<file path="config.mk">
export PLATFORM = sky130hd
export DESIGN_NAME = instr_encoder
export DESIGN_NICKNAME = d
export VERILOG_FILES = /design/src/rtl/instr_encoder.sv
export SDC_FILE = /design/constraint.sdc
export NUM_CORES = 1
export LEC_CHECK = 0
export CAP_MARGIN = 25
export CORE_UTILIZATION = 23
export DETAILED_ROUTE_END_ITERATION = 8
export GPL_TIMING_DRIVEN = 1
export PLACE_DENSITY = 0.56
export RECOVER_POWER = 25
export SYNTH_ARGS = -nofsm -noshare
export SYNTH_HDL_FRONTEND = slang
export SYNTH_SLANG_ARGS = --single-unit
</file>
<file path="constraint.sdc">
create_clock -name clk -period 2.31 [get_ports clk]
set_input_delay 0.462 -clock clk [delete_from_list [all_inputs] [get_ports clk]]
set_output_delay 0.462 -clock clk [all_outputs]
set_load 0.05 [all_outputs]
</file>
<file path="src/rtl/instr_encoder.sv">
// instr_encoder: packs decoded RV32I fields into instruction words and streams them into imem.
module instr_encoder #(
    parameter int ADDR_W    = 8,
    parameter int DEPTH     = 256,
    parameter int BASE_ADDR = 0
) (
    input  logic              clk,
    input  logic              rst,
    input  logic              start,
    input  logic              finish,
    input  logic              in_valid,
    output logic              in_ready,
    input  logic [2:0]        in_class,
    input  logic [2:0]        in_funct3,
    input  logic [6:0]        in_funct7,
    input  logic [4:0]        in_rd,
    input  logic [4:0]        in_rs1,
    input  logic [4:0]        in_rs2,
    input  logic [12:0]       in_imm,
    output logic              imem_we,
    output logic [ADDR_W-1:0] imem_addr,
    output logic [31:0]       imem_wdata,
    output logic [ADDR_W:0]   count,
    output logic              busy,
    output logic              full,
    output logic              err_illegal,
    output logic              err_imm
);
    typedef enum logic [1:0] {IDLE, LOAD, DONE} state_t;
    state_t      state;
    logic [31:0] enc;
    logic        accept;
    logic        legal;
    assign busy     = state == LOAD;
    assign full     = count == (ADDR_W+1)'(DEPTH);
    assign in_ready = busy && !full && !start;
    assign accept   = in_valid && in_ready;
    assign legal    = in_class < 3'd5;
    // Branch offsets are halfword-aligned, so imm[0] never reaches the word.
    always_comb begin
        enc = in_class == 3'd0 ? {in_funct7, in_rs2, in_rs1, in_funct3, in_rd, 7'h33}
            : in_class == 3'd1 ? {in_imm[11:0], in_rs1, in_funct3, in_rd, 7'h13}
            : in_class == 3'd2 ? {in_imm[11:0], in_rs1, in_funct3, in_rd, 7'h03}
            : in_class == 3'd3 ? {in_imm[11:5], in_rs2, in_rs1, in_funct3, in_imm[4:0], 7'h23}
            : {in_imm[12], in_imm[10:5], in_rs2, in_rs1, in_funct3, in_imm[4:1], in_imm[11], 7'h63};
    end
    always_ff @(posedge clk) begin
        if (rst) begin
            state       <= IDLE;
            count       <= '0;
            imem_we     <= 1'b0;
            imem_addr   <= '0;
            imem_wdata  <= '0;
            err_illegal <= 1'b0;
            err_imm     <= 1'b0;
        end else begin
            imem_we <= accept && legal;
            if (start) begin
                state       <= LOAD;
                count       <= '0;
                err_illegal <= 1'b0;
                err_imm     <= 1'b0;
            end else if (accept) begin
                if (legal) begin
                    imem_addr  <= ADDR_W'(BASE_ADDR) + count[ADDR_W-1:0];
                    imem_wdata <= enc;
                    count      <= count + 1'b1;
                end else begin
                    err_illegal <= 1'b1;
                end
                if (in_class == 3'd4 && in_imm[0]) err_imm <= 1'b1;
                if (finish || (legal && count == (ADDR_W+1)'(DEPTH-1))) state <= DONE;
            end else if (busy && finish) begin
                state <= DONE;
            end
        end
    end
endmodule
</file>
==> flow_metrics.py, run 1 <==
metrics = {
    "power": {
        "seqPwrFrac": 0.483,
        "p_sw_frac": 0.255,
        "powerDensity_nw_per_um2": 515,
        "p_clk_frac": 0.351,
        "internal_power_uw": 1390,
        "comb_power_share": 0.166,
        "p_sw_uw": 477,
        "p_leak_uw": 0.00126,
        "ir_drop_mv": 0.247,
    },
    "detailed_routing": {
        "drt-total-wl_mm": 6.44,
        "post-route-drc-count": 0,
        "viasPerCell": 4.36,
        "drt-pass1-iter-count": 4,
        "vias": 2156,
        "wl_per_cell_um": 13.0,
        "ant_nets": 0,
        "drt-initial-drc-count": 51,
    },
    "floorplan": {
        "die_w_um": 103,
        "start_util": 0.238,
        "die_h_um": 103,
        "ios": 101,
        "rows": 36,
        "floorplan.core_area_um2": 9770,
        "die_area_um2": 10500,
    },
    "critical_path": {
        "required_ns": 1.85,
        "critical_path_class": "reg -> out",
        "startpoint_type": "flop",
        "cp_max_fo": 4,
        "worstPathArrival_ns": 1.72,
        "endpoint_kind": "output pin",
    },
    "sta": {
        "slew_viol_final": 0,
        "skew_ns": 0.00324,
        "worstMarginPinSlew_ns": 0.590,
        "fmax_mhz": 458,
        "setup_viol": 0,
        "min_period_ns": 2.18,
        "rsz0062_at_grt": "no",
        "slew_headroom": 0.607,
        "min_period_over_period": 0.945,
        "hold_viol": 0,
        "fin_tns_setup_ns": 0,
    },
    "global_route": {
        "grt_pass1_vias": 2118,
        "grt-ovfl-total": 0,
        "grt_pass1_wl_mm": 10.2,
        "grt_antenna_before_repair": 0,
        "grt_max_degree": 30,
        "grt_use_total": 0.125,
    },
    "clocking": {
        "cts_hold_buf": 0,
        "cts_resized": 0,
        "path_clk_slew_ns": 0.10,
        "post_cts_buffers": 0,
        "cts_sinks": 51,
        "h-tree-depth": 2,
        "cts_tree": "done",
        "cts_buffers": 5,
        "clock_path_buffers": 2,
        "cts-root-buf": "clkbuf_8",
        "clock_latency_ns": 0.30,
    },
    "cells_and_area": {
        "drive_gt1_frac": 0.166,
        "diodes": 0,
        "syn2layout_area_growth_pct": 56.0,
        "nets": 410,
        "fillers": 1020,
        "layout_common_cells": "clkdlybuf4s50_1, dfxtp_1, nand2_1, a21oi_1, nor2_1",
        "final_util": 0.371,
        "seqCellArea_um2": 1020,
        "finalNonFillerCells": 495,
        "multi_input_area_um2": 1150,
        "layout_commonest_cell": "clkdlybuf4s50_1",
    },
    "synthesis": {
        "synth-edff-count": 0,
        "yosysUniqueCellTypes": 40,
        "synth_top_flop_cell": "dfxtp_1",
        "ys_seq_elements": 51,
        "ys_warn_count": 0,
        "synth_area_um2": 2320,
        "ys_seq_area_frac": 0.439,
        "netlist_instances": 253,
        "async_flop_share": 0,
        "avgSynthCellArea_um2": 9.19,
    },
    "placed_design": {
        "hpwl_mm": 4.82,
        "dpl.cell_count": 487,
        "portBuffers": 98,
        "gp_congestion": 0.768,
    },
    "status": {
        "status": "completed",
    },
    "worst_hold_path": {
        "hold_class": "reg -> reg",
    },
    "run": {
        "drv_cap": 0,
    },
}
-- final cells by class --
cell class / count / share of cell area
Multi-Input combinational cell: 179 / 0.318
Timing Repair Buffer: 119 / 0.317
Tap cell: 133 / 0.0459
Clock inverter: 2 / 0.00966
Sequential cell: 51 / 0.282
Inverter: 5 / 0.00518
Clock buffer: 6 / 0.0228
-- path summary, 6_finish.rpt --
path,startpoint,end,slack [ns],cells after the start
worst max register to register,count[0],imem_addr[2],0.24,8
worst max-delay path,count[0],in_ready,0.13,6
worst min-delay path,imem_addr[1],imem_addr[1],0.46,2
worst min register to register,imem_addr[1],imem_addr[1],0.46,2
-- Yosys cell counts, types with 2 or more instances --
cell type | count | area share
nand3_1 | 5 | 0.011
o21ai_1 | 2 | 0.0043
buf_2 | 2 | 0.0043
a21oi_2 | 5 | 0.019
o21ai_0 | 10 | 0.022
or3_1 | 3 | 0.0081
mux2i_1 | 16 | 0.069
buf_4 | 3 | 0.0097
xnor2_1 | 2 | 0.0075
ha_1 | 3 | 0.016
or4_1 | 3 | 0.0097
o31ai_1 | 4 | 0.013
nand2b_1 | 2 | 0.0054
or4b_4 | 2 | 0.012
nand2_1 | 41 | 0.066
a211oi_2 | 12 | 0.065
a21oi_1 | 27 | 0.058
clkbuf_1 | 5 | 0.0081
nor2_1 | 22 | 0.036
dfxtp_1 | 51 | 0.44
nand4_1 | 2 | 0.0054
inv_1 | 5 | 0.0081
a21o_1 | 2 | 0.0065
buf_6 | 8 | 0.039
-- registers in the layout (all words and copies together), names as in the netlist --
name	cells
imem_addr	8
err_imm	1
state	2
err_illegal	1
imem_wdata	29
imem_we	1
count	9
-- metal layers --
metal	track usage	vias up	share of wire
met2	0.227	55	0.50
met3	0.0264	5	0.049
li1	-	1098	-
met5	0	-	0
met1	0.150	998	0.45
met4	0.0330	0	0.010
-- metrics by stage --
stage               hold WS, ns  setup slack [ns]  instance area (um2)  power, uW
finish                    0.459             0.128                 3630       1870
global route              0.480            0.0509                 3630       1940
CTS                       0.460            0.0820                 3660       1890
detailed placement        0.446             0.238                 3550       1240
global placement          0.444             0.243                 3550       1240
floorplan                 0.509            0.0394                 2350       1090
-- critical path, cell delays in order (launching register included) --
cell and delay [ns]:
dfxtp_1 0.32, inv_1 0.05, ha_1 0.14, or4b_4 0.50, nor2_4 0.19, nor3b_4 0.07, buf_12 0.14
-- logic make-up after synthesis --
logic type               synth area share
AO/OA/AOI/OAI                       0.215
XOR/XNOR                          0.00754
adder cells (fa/ha/maj)            0.0161
buffers and inverters              0.0705
flip-flops                          0.439
multiplexers                       0.0737
other                             0.00161
AND/OR/NAND/NOR                     0.176
-- power groups by stage --
stage | combinational [uW] | clock [uW] | sequential, uW
2_1_floorplan | 123 | 0 | 971
3_3_place_gp | 315 | 0 | 923
3_5_place_dp | 317 | 0 | 923
4_1_cts | 318 | 671 | 903
5_1_grt | 331 | 706 | 906
6_report | 310 | 656 | 903
(Power assumes the default switching activity.)
==> run 2: changes to the inputs <==
--- a/config.mk
+++ b/config.mk
@@ -7,8 +7,8 @@
 export LEC_CHECK = 0
 export CAP_MARGIN = 25
 export CORE_UTILIZATION = 23
+export CTS_CLUSTER_SIZE = 12
 export DETAILED_ROUTE_END_ITERATION = 8
-export GPL_TIMING_DRIVEN = 1
 export PLACE_DENSITY = 0.56
 export RECOVER_POWER = 25
 export SYNTH_ARGS = -nofsm -noshare
==> results of run 2 <==
Final layout, timing and power as in run 1 (identical DEF).
==> run 3: changes to the inputs <==
--- a/config.mk
+++ b/config.mk
@@ -11,6 +11,7 @@
 export DETAILED_ROUTE_END_ITERATION = 8
 export PLACE_DENSITY = 0.56
 export RECOVER_POWER = 25
+export SETUP_SLACK_MARGIN = 0.05
 export SYNTH_ARGS = -nofsm -noshare
 export SYNTH_HDL_FRONTEND = slang
 export SYNTH_SLANG_ARGS = --single-unit
==> constraint.sdc (replaced) <==
create_clock -name clk -period 2.8 [get_ports clk]
set_input_delay 0.56 -clock clk [delete_from_list [all_inputs] [get_ports clk]]
set_output_delay 0.56 -clock clk [all_outputs]
set_load 0.05 [all_outputs]
==> run 3 against run 2 <==
Hold slack got worse by 0.00090 ns. Sequential share of layout area increased by 0.94 points. Core utilization decreased by 1.2 points. Sequential cell count unchanged. Clock-buffer cell count unchanged. Die area unchanged. Total power decreased by 18%. Setup slack improved by 0.16 ns. Critical path type unchanged. Critical endpoint unchanged.
==> flow_metrics.py, run 3 (synthesis results as in run 1) <==
metrics = {
    "sta": {
        "setup_slack_ns": 0.289,
        "worstMarginPinSlew_ns": 0.774,
        "setup_viol": 0,
        "slew_headroom": 0.484,
        "min_period_over_period": 0.897,
        "fin_tns_setup_ns": 0,
        "hold_viol": 0,
        "slew_viol_final": 0,
        "fmax_mhz": 398,
        "min_period_ns": 2.51,
        "skew_ns": 0.00843,
        "rsz0062_at_grt": "no",
    },
    "power": {
        "p_clk_frac": 0.351,
        "internal_power_uw": 1140,
        "seqPwrFrac": 0.487,
        "p_leak_uw": 0.00122,
        "p_sw_frac": 0.254,
        "p_sw_uw": 388,
        "powerDensity_nw_per_um2": 436,
        "finalPower_uw": 1530,
        "ir_drop_mv": 0.181,
        "comb_power_share": 0.162,
    },
    "cells_and_area": {
        "nets": 398,
        "syn2layout_area_growth_pct": 50.9,
        "drive_gt1_frac": 0.126,
        "largestRegisters": "imem_wdata x29, count x9, imem_addr x8",
        "finalNonFillerCells": 483,
        "fillers": 1029,
        "largest-register": "imem_wdata",
        "finish.instance_area_um2": 3510,
        "layout_common_cells": "clkdlybuf4s50_1, dfxtp_1, nand2_1, a21oi_1, nor2_1",
        "diodes": 0,
        "largest_reg_flops": 29,
        "layout_commonest_cell": "clkdlybuf4s50_1",
    },
    "status": {
        "status": "completed",
    },
    "clocking": {
        "cts_buffers": 5,
        "cts-root-buf": "clkbuf_8",
        "cts_sinks": 51,
        "path_clk_slew_ns": 0.10,
        "h-tree-depth": 2,
        "cts_tree": "done",
        "post_cts_buffers": 0,
        "clock_latency_ns": 0.30,
        "cts_hold_buf": 0,
        "clock_path_buffers": 2,
        "cts_resized": 0,
    },
    "critical_path": {
        "startpoint_type": "flop",
        "worstPathArrival_ns": 1.95,
        "endpoint_kind": "output pin",
        "critical_path_class": "reg -> out",
        "crit_chain": "inv_1 > ha_1 > or4b_1 > nor2_2 > nor3b_2 > buf_4",
        "cp_slowest_stage_delay_ns": 0.58,
        "required_ns": 2.24,
        "cp_slowest_cell": "or4b_1",
        "cp_max_fo": 6,
    },
    "global_route": {
        "grt_max_degree": 40,
        "grt_pass1_wl_mm": 10.4,
        "grt_antenna_before_repair": 0,
        "grt_pass1_vias": 2034,
        "grt-ovfl-total": 0,
        "grt_use_total": 0.129,
    },
    "placed_design": {
        "dpl.cell_count": 475,
        "gp_congestion": 0.718,
        "portBuffers": 98,
        "place_area_um2": 3410,
        "place_ws_ns": 0.418,
        "hpwl_mm": 4.72,
    },
    "detailed_routing": {
        "drt-total-wl_mm": 6.43,
        "post-route-drc-count": 0,
        "viasPerCell": 4.39,
        "vias": 2118,
        "drt-initial-drc-count": 71,
        "ant_nets": 0,
        "wl_per_cell_um": 13.3,
        "drt-pass1-iter-count": 4,
    },
    "worst_hold_path": {
        "hold_class": "reg -> reg",
    },
    "floorplan": {
        "floorplan.core_area_um2": 9770,
        "die_w_um": 103,
        "die_area_um2": 10500,
        "die_h_um": 103,
        "start_util": 0.238,
        "rows": 36,
        "ios": 101,
    },
    "run": {
        "drv_cap": 0,
    },
}
## run 3: final cells by class
| cell class | count | area (um2) | share of cell area |
|---|---|---|---|
| Clock inverter | 2 | 35.0 | 0.00999 |
| Clock buffer | 6 | 82.6 | 0.0235 |
| Timing Repair Buffer | 107 | 1050 | 0.299 |
| Sequential cell | 51 | 1020 | 0.291 |
| Multi-Input combinational cell | 179 | 1140 | 0.324 |
| Inverter | 5 | 18.8 | 0.00535 |
| Tap cell | 133 | 166 | 0.0474 |
## run 3: worst max-delay path, delay by kind of cell (launching register included)
kind	cells	cell delay (ns)
buf+inv	2	0.27
simple gates	3	0.85
flops	1	0.38
fa+ha+maj	1	0.15
## run 3: final timing paths
kind                  from        to  slack, ns  cells after the start
setup / recovery  count[0]  in_ready       0.29                      6
hold / removal     err_imm   err_imm       0.46                      2
setup reg to reg  count[0]  count[0]       0.48                      7
hold reg to reg    err_imm   err_imm       0.46                      2
## run 3: layer usage
layer  routed length [um]  GRT usage  vias up
met5                    0          0        -
met1                 2860      0.158      993
met4                   80     0.0396        0
met3                  225     0.0258        7
li1                     -          -     1070
met2                 3260      0.227       48
## run 3: metrics by stage
step           hold slack (ns)   util
4_1_cts                  0.464  0.361
3_5_place_dp             0.448  0.349
3_3_place_gp             0.444  0.349
6_report                 0.458  0.359
5_1_grt                  0.480  0.359
2_1_floorplan            0.509      -
## run 3: power by group through the flow
stage | clock network [uW] | logic [uW] | registers, uW
3_5_place_dp | 0 | 251 | 762
3_3_place_gp | 0 | 250 | 762
2_1_floorplan | 0 | 100 | 801
5_1_grt | 589 | 265 | 747
6_report | 537 | 247 | 745
4_1_cts | 554 | 252 | 745
